## src/rtl/ps2_key_writer_if.sv

```systemverilog
`default_nettype none
// ============================================================================
// Module   : ps2_key_writer_if
// Purpose  : Write-side bus from the key writer into the character buffer.
// Revision : 1.0 - initial release
// ============================================================================
interface ps2_key_writer_if;
  logic       we;
  logic [7:0] inaddr;
  logic [7:0] din;
  logic       hold;

  modport master (output we, output inaddr, output din, input hold);
  modport slave  (input we, input inaddr, input din, output hold);
endinterface
`default_nettype wire

```

## src/rtl/ps2_key_writer.sv

```systemverilog
`default_nettype none
// ============================================================================
// Module   : ps2_key_writer
// Purpose  : PS/2 frame receiver, byte FIFO and make-code filter that issues
//            one buffer write per key press.
// Revision : 1.0 - initial release
// ============================================================================
module ps2_key_writer #(
  parameter int          FIFO_DEPTH = 8,
  parameter logic [15:0] TIMEOUT    = 16'd50000
) (
  input  wire logic            clk,
  input  wire logic            rst,
  input  wire logic            ps2_clk,
  input  wire logic            ps2_data,
  ps2_key_writer_if.master     wr,
  output      logic            parity_err,
  output      logic            overflow
);

  localparam int          AW      = $clog2(FIFO_DEPTH);
  localparam logic [AW:0] PTR_ONE = {{AW{1'b0}}, 1'b1};
  localparam logic [7:0]  BRK_CODE = 8'hF0;
  localparam logic [7:0]  EXT_CODE = 8'hE0;

  localparam logic [1:0] S_IDLE = 2'd0;
  localparam logic [1:0] S_EXT  = 2'd1;
  localparam logic [1:0] S_BRK  = 2'd2;

  logic        r_clk_s1, r_clk_s2, r_clk_s3;
  logic        r_dat_s1, r_dat_s2;
  logic        w_fall;

  logic [3:0]  r_bitcnt;
  logic [7:0]  r_shift;
  logic        r_par;
  logic [15:0] r_tcnt;
  logic        r_push;
  logic [7:0]  r_push_byte;
  logic        r_perr;

  logic [7:0]  r_mem [FIFO_DEPTH];
  logic [AW:0] r_wptr, r_rptr;
  logic        r_ovf;
  logic        w_empty, w_full;
  logic [7:0]  w_head;

  logic [1:0]  r_state, w_next;
  logic        w_avail, w_pop, w_emit;
  logic        r_we;
  logic [7:0]  r_din, r_addr;

  always_ff @(posedge clk or posedge rst) begin
    if (rst) begin
      r_clk_s1 <= 1'b1;
      r_clk_s2 <= 1'b1;
      r_clk_s3 <= 1'b1;
      r_dat_s1 <= 1'b1;
      r_dat_s2 <= 1'b1;
    end else begin
      r_clk_s1 <= ps2_clk;
      r_clk_s2 <= r_clk_s1;
      r_clk_s3 <= r_clk_s2;
      r_dat_s1 <= ps2_data;
      r_dat_s2 <= r_dat_s1;
    end
  end

  assign w_fall = r_clk_s3 & ~r_clk_s2;

  // Bit count 1..8 collects data LSB first, 9 takes parity, 10 judges the stop bit.
  always_ff @(posedge clk or posedge rst) begin
    if (rst) begin
      r_bitcnt    <= 4'd0;
      r_shift     <= 8'h00;
      r_par       <= 1'b0;
      r_tcnt      <= 16'd0;
      r_push      <= 1'b0;
      r_push_byte <= 8'h00;
      r_perr      <= 1'b0;
    end else begin
      r_push <= 1'b0;
      r_perr <= 1'b0;
      if (w_fall) begin
        r_tcnt <= 16'd0;
        if (r_bitcnt == 4'd0) begin
          if (!r_dat_s2) r_bitcnt <= 4'd1;
        end else if (r_bitcnt <= 4'd8) begin
          r_shift  <= {r_dat_s2, r_shift[7:1]};
          r_bitcnt <= r_bitcnt + 4'd1;
        end else if (r_bitcnt == 4'd9) begin
          r_par    <= r_dat_s2;
          r_bitcnt <= 4'd10;
        end else begin
          if ((^r_shift ^ r_par) && r_dat_s2) begin
            r_push      <= 1'b1;
            r_push_byte <= r_shift;
          end else begin
            r_perr <= 1'b1;
          end
          r_bitcnt <= 4'd0;
        end
      end else if (r_bitcnt != 4'd0) begin
        if (r_tcnt == TIMEOUT) begin
          r_bitcnt <= 4'd0;
          r_tcnt   <= 16'd0;
        end else begin
          r_tcnt <= r_tcnt + 16'd1;
        end
      end else begin
        r_tcnt <= 16'd0;
      end
    end
  end

  assign w_empty = (r_wptr == r_rptr);
  assign w_full  = (r_wptr[AW] != r_rptr[AW]) && (r_wptr[AW-1:0] == r_rptr[AW-1:0]);
  assign w_head  = r_mem[r_rptr[AW-1:0]];

  // Fullness is judged before this cycle's pop, so a push into a full FIFO drops.
  always_ff @(posedge clk or posedge rst) begin
    if (rst) begin
      r_wptr <= '0;
      r_rptr <= '0;
      r_ovf  <= 1'b0;
    end else begin
      if (r_push) begin
        if (w_full) r_ovf  <= 1'b1;
        else        r_wptr <= r_wptr + PTR_ONE;
      end
      if (w_pop) r_rptr <= r_rptr + PTR_ONE;
    end
  end

  always_ff @(posedge clk) begin
    if (r_push && !w_full) r_mem[r_wptr[AW-1:0]] <= r_push_byte;
  end

  always_ff @(posedge clk or posedge rst) begin
    if (rst) r_state <= S_IDLE;
    else     r_state <= w_next;
  end

  // The filter stalls during the write cycle so the address bumps before the next write.
  assign w_avail = !w_empty && !r_we;

  always_comb begin
    w_next = r_state;
    case (r_state)
      S_IDLE: begin
        if (w_avail) begin
          if (w_head == BRK_CODE)      w_next = S_BRK;
          else if (w_head == EXT_CODE) w_next = S_EXT;
        end
      end
      S_EXT: begin
        if (w_avail) begin
          if (w_head == BRK_CODE)      w_next = S_BRK;
          else if (w_head == EXT_CODE) w_next = S_EXT;
          else                         w_next = S_IDLE;
        end
      end
      S_BRK: begin
        if (w_avail) w_next = S_IDLE;
      end
      default: w_next = S_IDLE;
    endcase
  end

  always_comb begin
    w_pop  = 1'b0;
    w_emit = 1'b0;
    case (r_state)
      S_IDLE: begin
        if (w_avail) begin
          if (w_head == BRK_CODE || w_head == EXT_CODE) begin
            w_pop = 1'b1;
          end else if (!wr.hold) begin
            w_pop  = 1'b1;
            w_emit = 1'b1;
          end
        end
      end
      S_EXT, S_BRK: w_pop = w_avail;
      default: begin
        w_pop  = 1'b0;
        w_emit = 1'b0;
      end
    endcase
  end

  always_ff @(posedge clk or posedge rst) begin
    if (rst) begin
      r_we   <= 1'b0;
      r_din  <= 8'h00;
      r_addr <= 8'h00;
    end else begin
      r_we <= w_emit;
      if (w_emit) r_din  <= w_head;
      if (r_we)   r_addr <= r_addr + 8'd1;
    end
  end

  assign wr.we      = r_we;
  assign wr.inaddr  = r_addr;
  assign wr.din     = r_din;
  assign parity_err = r_perr;
  assign overflow   = r_ovf;

endmodule
`default_nettype wire

```

## src/flat_wrapper.sv

```systemverilog
// flat-port wrapper written by rule: the top's interface ports become plain ports
module ps2_key_writer_flat 
#(
  parameter int          FIFO_DEPTH = 8,
  parameter logic [15:0] TIMEOUT    = 16'd50000
)
  (clk, rst, ps2_clk, ps2_data, parity_err, overflow, wr_we, wr_inaddr, wr_din, wr_hold);
  ps2_key_writer_if wr_i ();
  input  wire logic clk;
  input  wire logic rst;
  input  wire logic ps2_clk;
  input  wire logic ps2_data;
  output      logic parity_err;
  output      logic overflow;
  output wire logic [$bits(wr_i.we)-1:0] wr_we;
  output wire logic [$bits(wr_i.inaddr)-1:0] wr_inaddr;
  output wire logic [$bits(wr_i.din)-1:0] wr_din;
  input wire logic [$bits(wr_i.hold)-1:0] wr_hold;
  assign wr_we = wr_i.we;
  assign wr_inaddr = wr_i.inaddr;
  assign wr_din = wr_i.din;
  assign wr_i.hold = wr_hold;
  ps2_key_writer #(.FIFO_DEPTH(FIFO_DEPTH), .TIMEOUT(TIMEOUT)) u_core (.clk(clk), .rst(rst), .ps2_clk(ps2_clk), .ps2_data(ps2_data), .wr(wr_i), .parity_err(parity_err), .overflow(overflow));
endmodule
```

## config.mk

```make
export PLATFORM = sky130hd
export DESIGN_NAME = ps2_key_writer_flat
export DESIGN_NICKNAME = d
export VERILOG_FILES = /design/src/rtl/ps2_key_writer_if.sv /design/src/rtl/ps2_key_writer.sv /design/src/flat_wrapper.sv
export SDC_FILE = /design/constraint.sdc
export NUM_CORES = 1
export LEC_CHECK = 0
export BUFFER_PORTS_ARGS = -buffer_cell sky130_fd_sc_hd__buf_2
export CAP_MARGIN = 5
export CORE_UTILIZATION = 49
export DETAILED_ROUTE_END_ITERATION = 8
export PLACE_DENSITY = 0.66
export SKIP_LAST_GASP = 1
export SLEW_MARGIN = 20
export SYNTH_ARGS = -nofsm -noshare
export SYNTH_HDL_FRONTEND = slang
export SYNTH_SLANG_ARGS = --single-unit
export TNS_END_PERCENT = 5
```

## constraint.sdc

```tcl
create_clock -name clk -period 3.5 [get_ports clk]
set_clock_uncertainty 0.15 [all_clocks]
set_input_delay 0.525 -clock clk [delete_from_list [all_inputs] [get_ports clk]]
set_output_delay 0.525 -clock clk [all_outputs]
set_load 0.01 [all_outputs]
```

# --- After elaboration in Yosys (flattened, before gate mapping) ---
# Memories as Yosys holds them, arrays and structs flattened.
# Cells that the tools add are included.
totals:
  register_bits: 72
  ram_bits: 64
  input_bits: 5
  output_inout_bits: 19
  elab_cells: 106
  mem_count: 1
memory_table:
  columns: ["memory", "depth", "width", "rd", "rd_ports_with_merged_regs", "wr", "line_no", "rtl"]
  rows:
  - ["u_core.r_mem", 8, 8, 1, 0, 1, "ps2_key_writer.sv:42", "logic [7:0] r_mem [FIFO_DEPTH];"]
classes:
  add_sub_neg: 5
  magnitude_cmp: 1
  eq_ne: 14
  muxes: 37
  bitwise_logic: 7
  n_reduce_logical: 22
ops:
  columns: ["op", "n"]
  rows:
  - ["$mux W16", 3]
  - ["$mux W4", 7]
  - ["$mux W1", 19]
  - ["$add A16 B1 Y16 const B", 1]
  - ["$eq A16 B16 Y1 const B", 1]
  - ["$eq A8 B8 Y1 const B", 2]
  - ["$add A4 B1 Y4 const B", 3]
  - ["$mux W2", 6]
  - ["$add A8 B1 Y8 const B", 1]
  - ["$reduce_and A4 Y1", 2]
  - ["$reduce_xor A8 Y1", 1]
  - ["$ne A2 B1 Y1 const B", 3]
  - ["$pmux W2 S3", 1]
  - ["$reduce_and A3 Y1", 2]
  - ["$not A1 Y1", 5]
  - ["$reduce_and A5 Y1", 1]
  - ["$eq A4 B4 Y1", 1]
  - ["$eq A4 B4 Y1 const B", 1]
  - ["$le A4 B4 Y1 const B", 1]
  - ["$logic_and A1 B1 Y1", 4]
  - ["$logic_not A4 Y1", 1]
  - ["$reduce_and A2 Y1", 2]
  - ["$reduce_bool A2 Y1", 2]
  - ["$reduce_bool A4 Y1", 1]
  - ["13 further kinds", 15]

# --- Logic depth before layout (Yosys ltp) ---
# Gate-level depths: netlist of the first run.
depth:
  depth_word: 8
  ltp_mapped: 8
  mapped_depth_nobuf: 8

# --- Worst setup path after synthesis of the first run ---
# No wires, ideal clock.
synth_path:
  path_kind: "register to register"
  from: "register u_core.r_rptr[1]"
  to: "register u_core.r_din[0], in the netlist u_core.wr.din[0]"
  setup_time_ns: 0.125
  t_arrival_ns: 2.276
  required_ns: 3.225
  slack_ns: 0.949
  stages_incl_launch_ff: 9
  n_path_buf: 2
  synth_period_minus_slack_ns: 2.551
  cell_sequence: "dfrtp_1 > buf_6 > mux4_2 > mux2_4 > o21bai_4 > a21o_4 > o211a_1 > buf_6 > mux2_4"
synth_via:
  elab_chain_cells: 6
  word_cells_on_any_way: 10
  classes_between: "eq/ne (3); mux (3); reduce/logical (3); memory (1)"
synth_rtl:
  columns: ["item", "line_no", "rtl"]
  rows:
  - ["start: declaration", "ps2_key_writer.sv:43", "logic [AW:0] r_wptr, r_rptr;"]
  - ["start signal: assignment", "ps2_key_writer.sv:131", "if (w_pop) r_rptr <= r_rptr + PTR_ONE;"]
  - ["$mem_v2 Z8 W8", null, null]
  - ["$eq A8 B8 Y1", "ps2_key_writer.sv:176", "if (w_head == BRK_CODE || w_head == EXT_CODE) begin"]
  - ["$logic_or A1 B1 Y1", "ps2_key_writer.sv:176", null]
  - ["$mux W1", "ps2_key_writer.sv:176", null]
  - ["$mux W1 (*)", "ps2_key_writer.sv:175", "if (w_avail) begin"]
  - ["$mux W1 (*)", "ps2_key_writer.sv:173", "case (r_state)"]
  - ["via u_core.w_emit", "ps2_key_writer.sv:49", "logic w_avail, w_pop, w_emit;"]
  - ["end signal: assignment", "ps2_key_writer.sv:199", "if (w_emit) r_din <= w_head;"]
  - ["end: declaration", "ps2_key_writer.sv:51", "logic [7:0] r_din, r_addr;"]
# Mark *: on every way through the listed nets, which the timed path passes. The rest lies on a longest branch.
# A chain may end at the register's enable or synchronous reset.

# --- Worst setup path after layout of the first run ---
layout_path:
  from: "register u_core.r_rptr[2]"
  to: "register u_core.r_din[1], in the netlist u_core.wr.din[1]"
layout_via:
  elab_chain_cells: 6
  word_cells_on_any_way: 10
  classes_between: "eq/ne (3); mux (3); reduce/logical (3); memory (1)"
layout_rtl:
  columns: ["item", "line_no"]
  rows:
  - ["$mem_v2 Z8 W8", null]
  - ["$eq A8 B8 Y1", "ps2_key_writer.sv:176"]
  - ["$logic_or A1 B1 Y1", "ps2_key_writer.sv:176"]
  - ["$mux W1", "ps2_key_writer.sv:176"]
  - ["$mux W1", "ps2_key_writer.sv:175"]
  - ["$mux W1", "ps2_key_writer.sv:173"]
# Several ways; a longest one is shown, not always the timed one.

==> reports/results.txt, run 1 <==
setup-violating endpoint count in the final report: 0
remaining routing DRC violations: 0
leakage power of the design: 2.72 nW
sum of internal, switching and leakage power: 4.84 mW
share of the cycle needed by the critical path after routing: 0.884
post-detailed-placement half-perimeter wirelength: 7280 um
critical path endpoint category: register
maxcap violations: 0
number of antenna violations at the first check in global routing: 0
count of cell types in the netlist: 59
Tot GR Track Use: 0.187
status: complete, no violations
count of buffers from port buffering: 23
row count: 40
type of the worst min-delay path: in2async
vias per cell: 5.50
maximum clock frequency: 323 MHz
starting density of the core: 0.503
placed inst area: 6380 um2
part of the Yosys area used for sequential elements: 0.618
Max-slew headroom: 0.439
number of warning messages in the yosys log: 0
path type of the worst setup path: reg2reg
worst setup path end: u_core.wr.din[1]$_DFFE_PP0P_
unrepaired setup endpoints after global routing: false
Tmin final: 3.09 ns
number of cells upsized or downsized after cts: 0
top-level port count: 24
launching element of the worst setup path: u_core.r_rptr[2]$_DFFE_PP0P_
fraction of layout instances using a drive strength above 1: 0.241
Pre-Repair DR Iteration Count: 4
synthesized flop and latch total: 136
worst-case vdd ir drop: 0.418 mV
floorplan die height: 113 um
CTS buffer count: 17
top fanout value on the critical path: 22
fraction of registers with async set or reset after synthesis: 0.529
Die Footprint: 12800 um2
die boundary width: 113 um
worst r2r src: u_core.r_rptr[2]$_DFFE_PP0P_
data arrival time of the critical path: 3.23 ns
maximum buffer depth of the clock tree: 2
Synth Cell Area: 6040 um2
clock-pin slew reported for the worst setup and hold paths after clock tree synthesis: 0.06 ns
sinks on the clock net: 136
post-CTS setup buffers: 0
Non-Filler Cell Area, Final: 6970 um2
setup slack of the most critical reg-to-reg path: 0.41 ns
r2r endpoint: u_core.wr.din[1]$_DFFE_PP0P_
pins over their slew limit: 0
layout net count: 493
Final TNS setup: 0 ns
Final Wtd Congestion: 0.834
1st-iter DRT viols: 210
clk_lat worst skew: 0.41 ns
Overflow after GRT: 0
largest net degree at the start of global routing: 47
Final WS setup: 0.406 ns
number of hold violations in the final report: 0
Avg Synthesized Cell Area: 13.9 um2
antenna diode count: 0
power density cells: 694 nW/um2
number of standard cells after synthesis: 434
CTS root buffer: clkbuf_16
fill count: 948
Register-to-Register Path Depth: 7
worst hold slack: 0.0284 ns
startpoint type of the worst setup path: register
Req. time, crit path: 3.64 ns
total wire length: 10700 um
first-pass GRT wire length: 17900 um
placeable core region: 12000 um2
Layout Area Growth over Synthesis: 15.4%
Post-Place Setup Slack: 0.462 ns
total number of vias: 3499
syn_nets: 451
clock tree from TritonCTS: yes
Worst Tran Pin Value: 0.841 ns
number of global-route vias before repair: 3548
EDFF count, synth: 64
number of buffers added to fix hold violations after cts: 0
number of levels the H-tree was split into: 4
average routed wire per standard cell: 16.8 um
primary flip-flop cell chosen by synthesis mapping: dfrtp_1
antenna viol nets, final: 0
how the worst min path moves through the flow:
| stage | startpoint | cells after the start | end | slack, ns |
|---|---|---|---|---|
| floorplan | u_core.r_clk_s1$_DFF_PP1_ | 0 | u_core.r_clk_s2$_DFF_PP1_ | 0.20 |
| global placement | u_core.r_clk_s1$_DFF_PP1_ | 0 | u_core.r_clk_s2$_DFF_PP1_ | 0.20 |
| detailed placement | u_core.r_dat_s1$_DFF_PP1_ | 0 | u_core.r_dat_s2$_DFF_PP1_ | 0.20 |
| CTS | rst | 2 | u_core.r_rptr[2]$_DFFE_PP0P_ | 0.03 |
| global route | ps2_data | 1 | u_core.r_dat_s1$_DFF_PP1_ | 0.04 |
| finish | rst | 2 | u_core.r_wptr[2]$_DFFE_PP0P_ | 0.03 |
where the power goes:
| group | leakage (nW) | internal, mW | switching [mW] | total [mW] |
|---|---|---|---|---|
| clock network | 0.279 | 1.05 | 0.662 | 1.71 |
| registers | 1.45 | 1.82 | 0.213 | 2.03 |
| logic | 0.988 | 0.548 | 0.544 | 1.09 |
per-stage QoR:
stage,util,instances
floorplan,-,434
global placement,0.532,604
detailed placement,0.532,604
CTS,0.580,636
global route,0.580,636
finish,0.580,636
final cells by class:
cell class                      instances  area [um2]  share of cell area
Clock buffer                           17         425              0.0610
Inverter                               13        48.8             0.00700
Sequential cell                       136        3730               0.535
Timing Repair Buffer                   37         233              0.0334
Tap cell                              147         184              0.0264
Clock inverter                         15         155              0.0223
Multi-Input combinational cell        271        2190               0.315
cells in the mapped netlist, drive strengths merged, types with 3 or more instances:
cell type / instances / area [um2]
o21bai: 5 / 48.8
mux4: 10 / 244
o22ai: 3 / 18.8
buf: 5 / 36.3
nand2: 26 / 97.6
nor3: 3 / 15.0
xnor2: 23 / 201
mux2: 32 / 387
and3: 5 / 31.3
o21ai: 9 / 45.0
xor2: 14 / 123
mux2i: 10 / 100
o2111ai: 4 / 35.0
edfxtp: 64 / 1920
and2: 3 / 18.8
nor2b: 4 / 25.0
nor2: 41 / 156
nand4: 3 / 18.8
nand3: 15 / 75.1
dfstp: 5 / 131
nand2b: 10 / 62.6
ha: 12 / 150
o21a: 3 / 22.5
inv: 13 / 48.8
a211oi: 3 / 22.5
dfrtp: 67 / 1680
clkbuf: 9 / 33.8
cells by family (layout without fill, tap and decap cells):
logic type	Yosys count	in the layout	synth area share
compound gates	49	49	0.0628
flops	136	136	0.618
fa+ha+maj	13	13	0.0265
mux	52	52	0.121
xor+xnor	38	38	0.0574
buf+inv	27	82	0.0197
simple gates	119	119	0.0949
state kept, by name (all words and copies together) (netlist names), 2 cells and up:
register            flops
u_core.r_tcnt          16
u_core.r_push_byte      8
u_core.r_rptr           4
u_core.r_bitcnt         4
u_core.wr.din           8
u_core.r_wptr           4
u_core.r_shift          8
u_core.r_state          2
u_core.wr.inaddr        8
u_core.r_mem           64
worst max-delay path: stages (launching register included):
cell and delay [ns]:
dfrtp_1 0.89, buf_4 0.30, mux2i_1 0.10, and3_1 0.18, a211oi_1 0.31, nand2b_1 0.27
o211a_1 0.43, mux2_4 0.34
placed cells by master (no fill, tap or decap), types with 4 or more instances in the layout:
cell       count
mux2i_1       10
and3_1         5
o21bai_1       4
buf_2         23
dfrtp_1       67
nand2b_1      10
mux2_4         7
clkinv_2       4
xnor2_1       23
mux4_1         5
o21ai_0        8
buf_4         13
nand2_1       26
inv_1         12
mux4_2         5
clkbuf_16     17
dfstp_2        5
o2111ai_1      4
ha_1          12
xor2_1        14
nor2b_1        4
clkinv_4       5
nor2_1        40
mux2_2        25
edfxtp_1      64
nand3_1       15
routing by layer:
metal | wire length [um] | GRT usage | vias to the layer above
li1 | - | - | 1677
met1 | 4960 | 0.244 | 1747
met2 | 5240 | 0.301 | 62
met3 | 338 | 0.0386 | 13
met4 | 133 | 0.0842 | 0
met5 | 0 | 0 | -
Note: power is estimated with default switching activity, not from simulation.
==> inputs of run 2 (changes only) <==
CORE_UTILIZATION = 54   (was 49)
CTS_BUF_LIST = sky130_fd_sc_hd__clkbuf_4 sky130_fd_sc_hd__clkbuf_8   (was not set)
HOLD_SLACK_MARGIN = 0.15   (was not set)
PLACE_DENSITY = 0.71   (was 0.66)
==> reports/results.txt, run 2 (same netlist as run 1, synthesis figures left out) <==
number of hold violations in the final report: 0 (unchanged)
setup-violating endpoint count in the final report: 0 (unchanged)
post-route non-filler standard cell count: 630 (was 636)
Post-Place Setup Slack: 0.704 ns (was 0.462 ns)
CTS buffer count: 17 (unchanged)
flip-flop count of the largest register after layout: 64 (unchanged)
count of buffers from port buffering: 23 (unchanged)
Pre-Repair DR Iteration Count: 6 (was 4)
fraction of layout instances using a drive strength above 1: 0.231 (was 0.241)
1st-iter DRT viols: 178 (was 210)
share of the cycle needed by the critical path after routing: 0.800 (was 0.884)
unrepaired setup endpoints after global routing: false (unchanged)
status: complete, no violations (unchanged)
maxcap violations: 0 (unchanged)
Final WS setup: 0.700 ns (was 0.406 ns)
critical hold path startpoint: u_core.r_clk_s1$_DFF_PP1_
number of levels the H-tree was split into: 4 (unchanged)
Layout Area Growth over Synthesis: 12.0% (was 15.4%)
vias per cell: 5.61 (was 5.50)
layout net count: 494 (was 493)
average routed wire per standard cell: 16.7 um (was 16.8 um)
total wire length: 10500 um (was 10700 um)
leakage power of the design: 2.63 nW (was 2.72 nW)
sum of internal, switching and leakage power: 4.34 mW (was 4.84 mW)
Tmin final: 2.80 ns (was 3.09 ns)
Final TNS setup: 0 ns (unchanged)
antenna diode count: 0 (unchanged)
commonest non-fill, non-tap cells in the layout: 67 x dfrtp_1, 64 x edfxtp_1, 40 x nor2_1 (unchanged)
power density cells: 641 nW/um2 (was 694 nW/um2)
number of antenna violations at the first check in global routing: 0 (unchanged)
antenna viol nets, final: 0 (unchanged)
maximum clock frequency: 357 MHz (was 323 MHz)
Util after Layout: 0.621 (was 0.580)
top-level port count: 24 (unchanged)
path type of the worst setup path: reg2reg (unchanged)
clock tree from TritonCTS: yes (unchanged)
data arrival time of the critical path: 2.97 ns (was 3.23 ns)
Req. time, crit path: 3.67 ns (was 3.64 ns)
remaining routing DRC violations: 0 (unchanged)
clk_lat worst skew: 0.44 ns (was 0.41 ns)
top fanout value on the critical path: 15 (was 22)
maximum buffer depth of the clock tree: 2 (unchanged)
Overflow after GRT: 0 (unchanged)
Cells on Worst Hold Path: 0
worst r2r src: u_core.r_rptr[1]$_DFFE_PP0P_ (was u_core.r_rptr[2]$_DFFE_PP0P_)
starting density of the core: 0.555 (was 0.503)
Final Wtd Congestion: 0.824 (was 0.834)
die boundary width: 108 um (was 113 um)
Register-to-Register Path Depth: 6 (was 7)
Die Footprint: 11600 um2 (was 12800 um2)
largest net degree at the start of global routing: 37 (was 47)
Tot GR Track Use: 0.203 (was 0.187)
row count: 38 (was 40)
most frequent standard cell in the layout excluding fill and tap cells: dfrtp_1 (unchanged)
number of global-route vias before repair: 3458 (was 3548)
r2r endpoint: u_core.wr.din[2]$_DFFE_PP0P_ (was u_core.wr.din[1]$_DFFE_PP0P_)
setup slack of the most critical reg-to-reg path: 0.70 ns (was 0.41 ns)
worst hold path endpoint: u_core.r_clk_s2$_DFF_PP1_
type of the worst min-delay path: reg2reg (was in2async)
floorplan die height: 108 um (was 113 um)
Max-slew headroom: 0.457 (was 0.439)
Worst Tran Pin Value: 0.811 ns (was 0.841 ns)
total number of vias: 3537 (was 3499)
placeable core region: 10900 um2 (was 12000 um2)
critical path endpoint category: register (unchanged)
startpoint type of the worst setup path: register (unchanged)
CTS root buffer: clkbuf_8 (was clkbuf_16)
worst-case vdd ir drop: 0.539 mV (was 0.418 mV)
clock-pin slew reported for the worst setup and hold paths after clock tree synthesis: 0.07 ns (was 0.06 ns)
sinks on the clock net: 136 (unchanged)
post-detailed-placement half-perimeter wirelength: 7310 um (was 7280 um)
first-pass GRT wire length: 17400 um (was 17900 um)
cell count after placement: 595 (was 604)
pins over their slew limit: 0 (unchanged)
run 2: layout make-up:
type / instances / area (um2)
sequential: 136 / 3730
inverter: 13 / 48.8
clock buffer: 20 / 256
tap: 140 / 175
multi-input combinational: 271 / 2190
clock inverter: 12 / 109
timing repair buffer: 38 / 248
fill: 812 / 4130
run 2: worst max path at each step:
| stage | from | endpoint | slack (ns) |
|---|---|---|---|
| 4_1_cts | u_core.r_rptr[1]$_DFFE_PP0P_ | u_core.wr.din[7]$_DFFE_PP0P_ | 0.70 |
| 6_report | u_core.r_rptr[1]$_DFFE_PP0P_ | u_core.wr.din[2]$_DFFE_PP0P_ | 0.70 |
| 2_1_floorplan | u_core.r_rptr[1]$_DFFE_PP0P_ | u_core.wr.din[0]$_DFFE_PP0P_ | 0.95 |
| 3_3_place_gp | u_core.r_rptr[1]$_DFFE_PP0P_ | u_core.wr.din[7]$_DFFE_PP0P_ | 0.80 |
| 5_1_grt | u_core.r_rptr[1]$_DFFE_PP0P_ | u_core.wr.din[2]$_DFFE_PP0P_ | 0.54 |
| 3_5_place_dp | u_core.r_rptr[1]$_DFFE_PP0P_ | u_core.wr.din[2]$_DFFE_PP0P_ | 0.70 |
run 2: where the power goes:
part / switching [mW] / leakage [nW] / total (mW) / internal (mW)
sequential: 0.153 / 1.45 / 1.97 / 1.82
combinational: 0.605 / 0.989 / 1.16 / 0.557
clock: 0.560 / 0.193 / 1.20 / 0.640
total: 1.32 / 2.63 / 4.34 / 3.02
run 2: critical path, cell delays in order, from the launching register on:
cell and delay [ns]:
dfrtp_1 0.43, buf_4 0.26, mux4_1 0.57, mux2_2 0.30, nand2b_1 0.18, o211a_1 0.45
mux2_4 0.34
run 2: through the flow:
| stage | cell area, um2 | hold slack [ns] |
|---|---|---|
| after detailed placement | 6360 | 0.198 |
| after global routing | 6760 | 0.215 |
| after floorplan | 6040 | 0.195 |
| after global placement | 6360 | 0.196 |
| after CTS | 6760 | 0.209 |
| final | 6760 | 0.206 |
run 2: metal layers:
metal	vias to the layer above	global-route usage	wire length (um)
met5	-	0	0
met4	0	0.108	232
met3	22	0.0515	430
met2	75	0.311	4990
met1	1770	0.268	4900
li1	1670	-	-
run 2: repair_timing:
action                     in CTS  in global routing
hold endpoints to repair       13                  0
hold buffers                    3                  0
setup endpoints to repair       0                  0
buffers inserted                0                  0
resized for setup               0                  0
==> inputs of run 3 (changes only) <==
clock period = 2.8 ns   (was 3.5 ns; I/O delays follow)
==> reports/results.txt, run 3 (same netlist as run 1, synthesis figures left out) <==
status: complete, no violations (unchanged)
count of buffers from port buffering: 23 (unchanged)
sinks on the clock net: 136 (unchanged)
path type of the worst setup path: reg2reg (unchanged)
total wire length: 10600 um (was 10500 um)
share of the cycle needed by the critical path after routing: 0.953 (was 0.800)
leakage power of the design: 2.68 nW (was 2.63 nW)
data arrival time of the critical path: 2.88 ns (was 2.97 ns)
startpoint type of the worst setup path: register (unchanged)
maximum clock frequency: 375 MHz (was 357 MHz)
placeable core region: 10900 um2 (unchanged)
critical path endpoint category: register (unchanged)
average routed wire per standard cell: 16.6 um (was 16.7 um)
fill count: 791 (was 812)
fraction of layout instances using a drive strength above 1: 0.251 (was 0.231)
starting density of the core: 0.555 (unchanged)
multi-input logic area: 2190 um2 (unchanged)
1st-iter DRT viols: 201 (was 178)
floorplan die height: 108 um (unchanged)
first-pass GRT wire length: 17100 um (was 17400 um)
Pre-Repair DR Iteration Count: 6 (unchanged)
number of levels the H-tree was split into: 4 (unchanged)
Tmin final: 2.67 ns (was 2.80 ns)
Util after Layout: 0.633 (was 0.621)
top-level port count: 24 (unchanged)
number of hold violations in the final report: 0 (unchanged)
remaining routing DRC violations: 0 (unchanged)
row count: 38 (unchanged)
Overflow after GRT: 0 (unchanged)
number of antenna violations at the first check in global routing: 0 (unchanged)
Worst Tran Pin Value: 0.653 ns (was 0.811 ns)
setup slack of the most critical reg-to-reg path: 0.13 ns (was 0.70 ns)
setup-violating endpoint count in the final report: 0 (unchanged)
Die Footprint: 11600 um2 (unchanged)
power density cells: 822 nW/um2 (was 641 nW/um2)
antenna diode count: 0 (unchanged)
antenna viol nets, final: 0 (unchanged)
top fanout value on the critical path: 10 (was 15)
worst-case vdd ir drop: 0.449 mV (was 0.539 mV)
largest net degree at the start of global routing: 49 (was 37)
pins over their slew limit: 0 (unchanged)
flip-flop count of the largest register after layout: 64 (unchanged)
maxcap violations: 0 (unchanged)
clock-pin slew reported for the worst setup and hold paths after clock tree synthesis: 0.08 ns (was 0.07 ns)
commonest non-fill, non-tap cells in the layout: 67 x dfrtp_1, 64 x edfxtp_1, 40 x nor2_1 (unchanged)
maximum buffer depth of the clock tree: 2 (unchanged)
Tot GR Track Use: 0.201 (was 0.203)
CTS buffer count: 17 (unchanged)
unrepaired setup endpoints after global routing: false (unchanged)
die boundary width: 108 um (unchanged)
post-detailed-placement half-perimeter wirelength: 7460 um (was 7310 um)
layout net count: 502 (was 494)
clock tree from TritonCTS: yes (unchanged)
clk_lat worst skew: 0.43 ns (was 0.44 ns)
number of global-route vias before repair: 3460 (was 3458)
Max-slew headroom: 0.564 (was 0.457)
CTS root buffer: clkbuf_8 (unchanged)
Final Wtd Congestion: 0.836 (was 0.824)
Req. time, crit path: 3.01 ns (was 3.67 ns)
total number of vias: 3533 (was 3537)
most frequent standard cell in the layout excluding fill and tap cells: dfrtp_1 (unchanged)
vias per cell: 5.54 (was 5.61)
Layout Area Growth over Synthesis: 14.1% (was 12.0%)
Seq. cell area: 3730 um2 (unchanged)
Final TNS setup: 0 ns (unchanged)
type of the worst min-delay path: in2reg (was reg2reg)
run 3: per-layer routing:
metal / share of wire / global-route usage
met1: 0.45 / 0.249
met2: 0.48 / 0.317
met3: 0.042 / 0.0690
met4: 0.029 / 0.0959
met5: 0 / 0
run 3: layout make-up:
| cell class | instances | share of cell area |
|---|---|---|
| Clock buffer | 17 | 0.0340 |
| Tap cell | 140 | 0.0254 |
| Sequential cell | 136 | 0.541 |
| Multi-Input combinational cell | 271 | 0.318 |
| Clock inverter | 15 | 0.0276 |
| Timing Repair Buffer | 46 | 0.0465 |
| Inverter | 13 | 0.00708 |
run 3: repair_timing:
action | CTS | global route
hold endpoints to repair | 26 | 0
setup buffers | 0 | 0
resized for setup | 0 | 1
endpoints found under the setup margin | 0 | 6
hold buffers | 3 | 0
run 3: path summary, 6_finish.rpt:
| kind | endpoint | cells after the start | from |
|---|---|---|---|
| worst min-delay path | u_core.r_rptr[1]$_DFFE_PP0P_ | 3 | wr_hold |
| max in group asynchronous | u_core.r_clk_s3$_DFF_PP1_ | 4 | rst |
| worst max register to register | u_core.r_state[0]$_DFFE_PP0P_ | 8 | u_core.r_rptr[2]$_DFFE_PP0P_ |
| min in group asynchronous | u_core.wr.inaddr[0]$_DFFE_PP0P_ | 3 | rst |
| worst min register to register | u_core.r_clk_s2$_DFF_PP1_ | 0 | u_core.r_clk_s1$_DFF_PP1_ |
| worst max-delay path | u_core.r_state[0]$_DFFE_PP0P_ | 8 | u_core.r_rptr[2]$_DFFE_PP0P_ |
run 3: worst max-delay path, cell delays in order (launching register included):
cell	delay (ns)
dfrtp_1	0.58
buf_12	0.17
mux2_2	0.34
nor4_1	0.26
a211oi_1	0.12
nand2b_1	0.18
buf_4	0.15
nor3b_1	0.41
mux2i_1	0.23
run 3: where the power goes:
group | leakage [nW] | internal [mW] | switching (mW)
logic | 1.03 | 0.743 | 0.740
registers | 1.45 | 2.27 | 0.226
clock network | 0.200 | 0.897 | 0.783
total | 2.68 | 3.91 | 1.75
run 3: stage by stage:
step	cells	hold slack, ns	instance area (um2)	setup WS, ns	power [mW]
after global routing	638	0.161	6890	0.0325	5.96
after floorplan	434	0.195	6040	0.249	3.59
after detailed placement	603	0.199	6430	0.0889	4.02
after global placement	603	0.197	6430	0.144	3.96
final	638	0.195	6890	0.132	5.66
after CTS	638	0.160	6890	0.0774	5.71
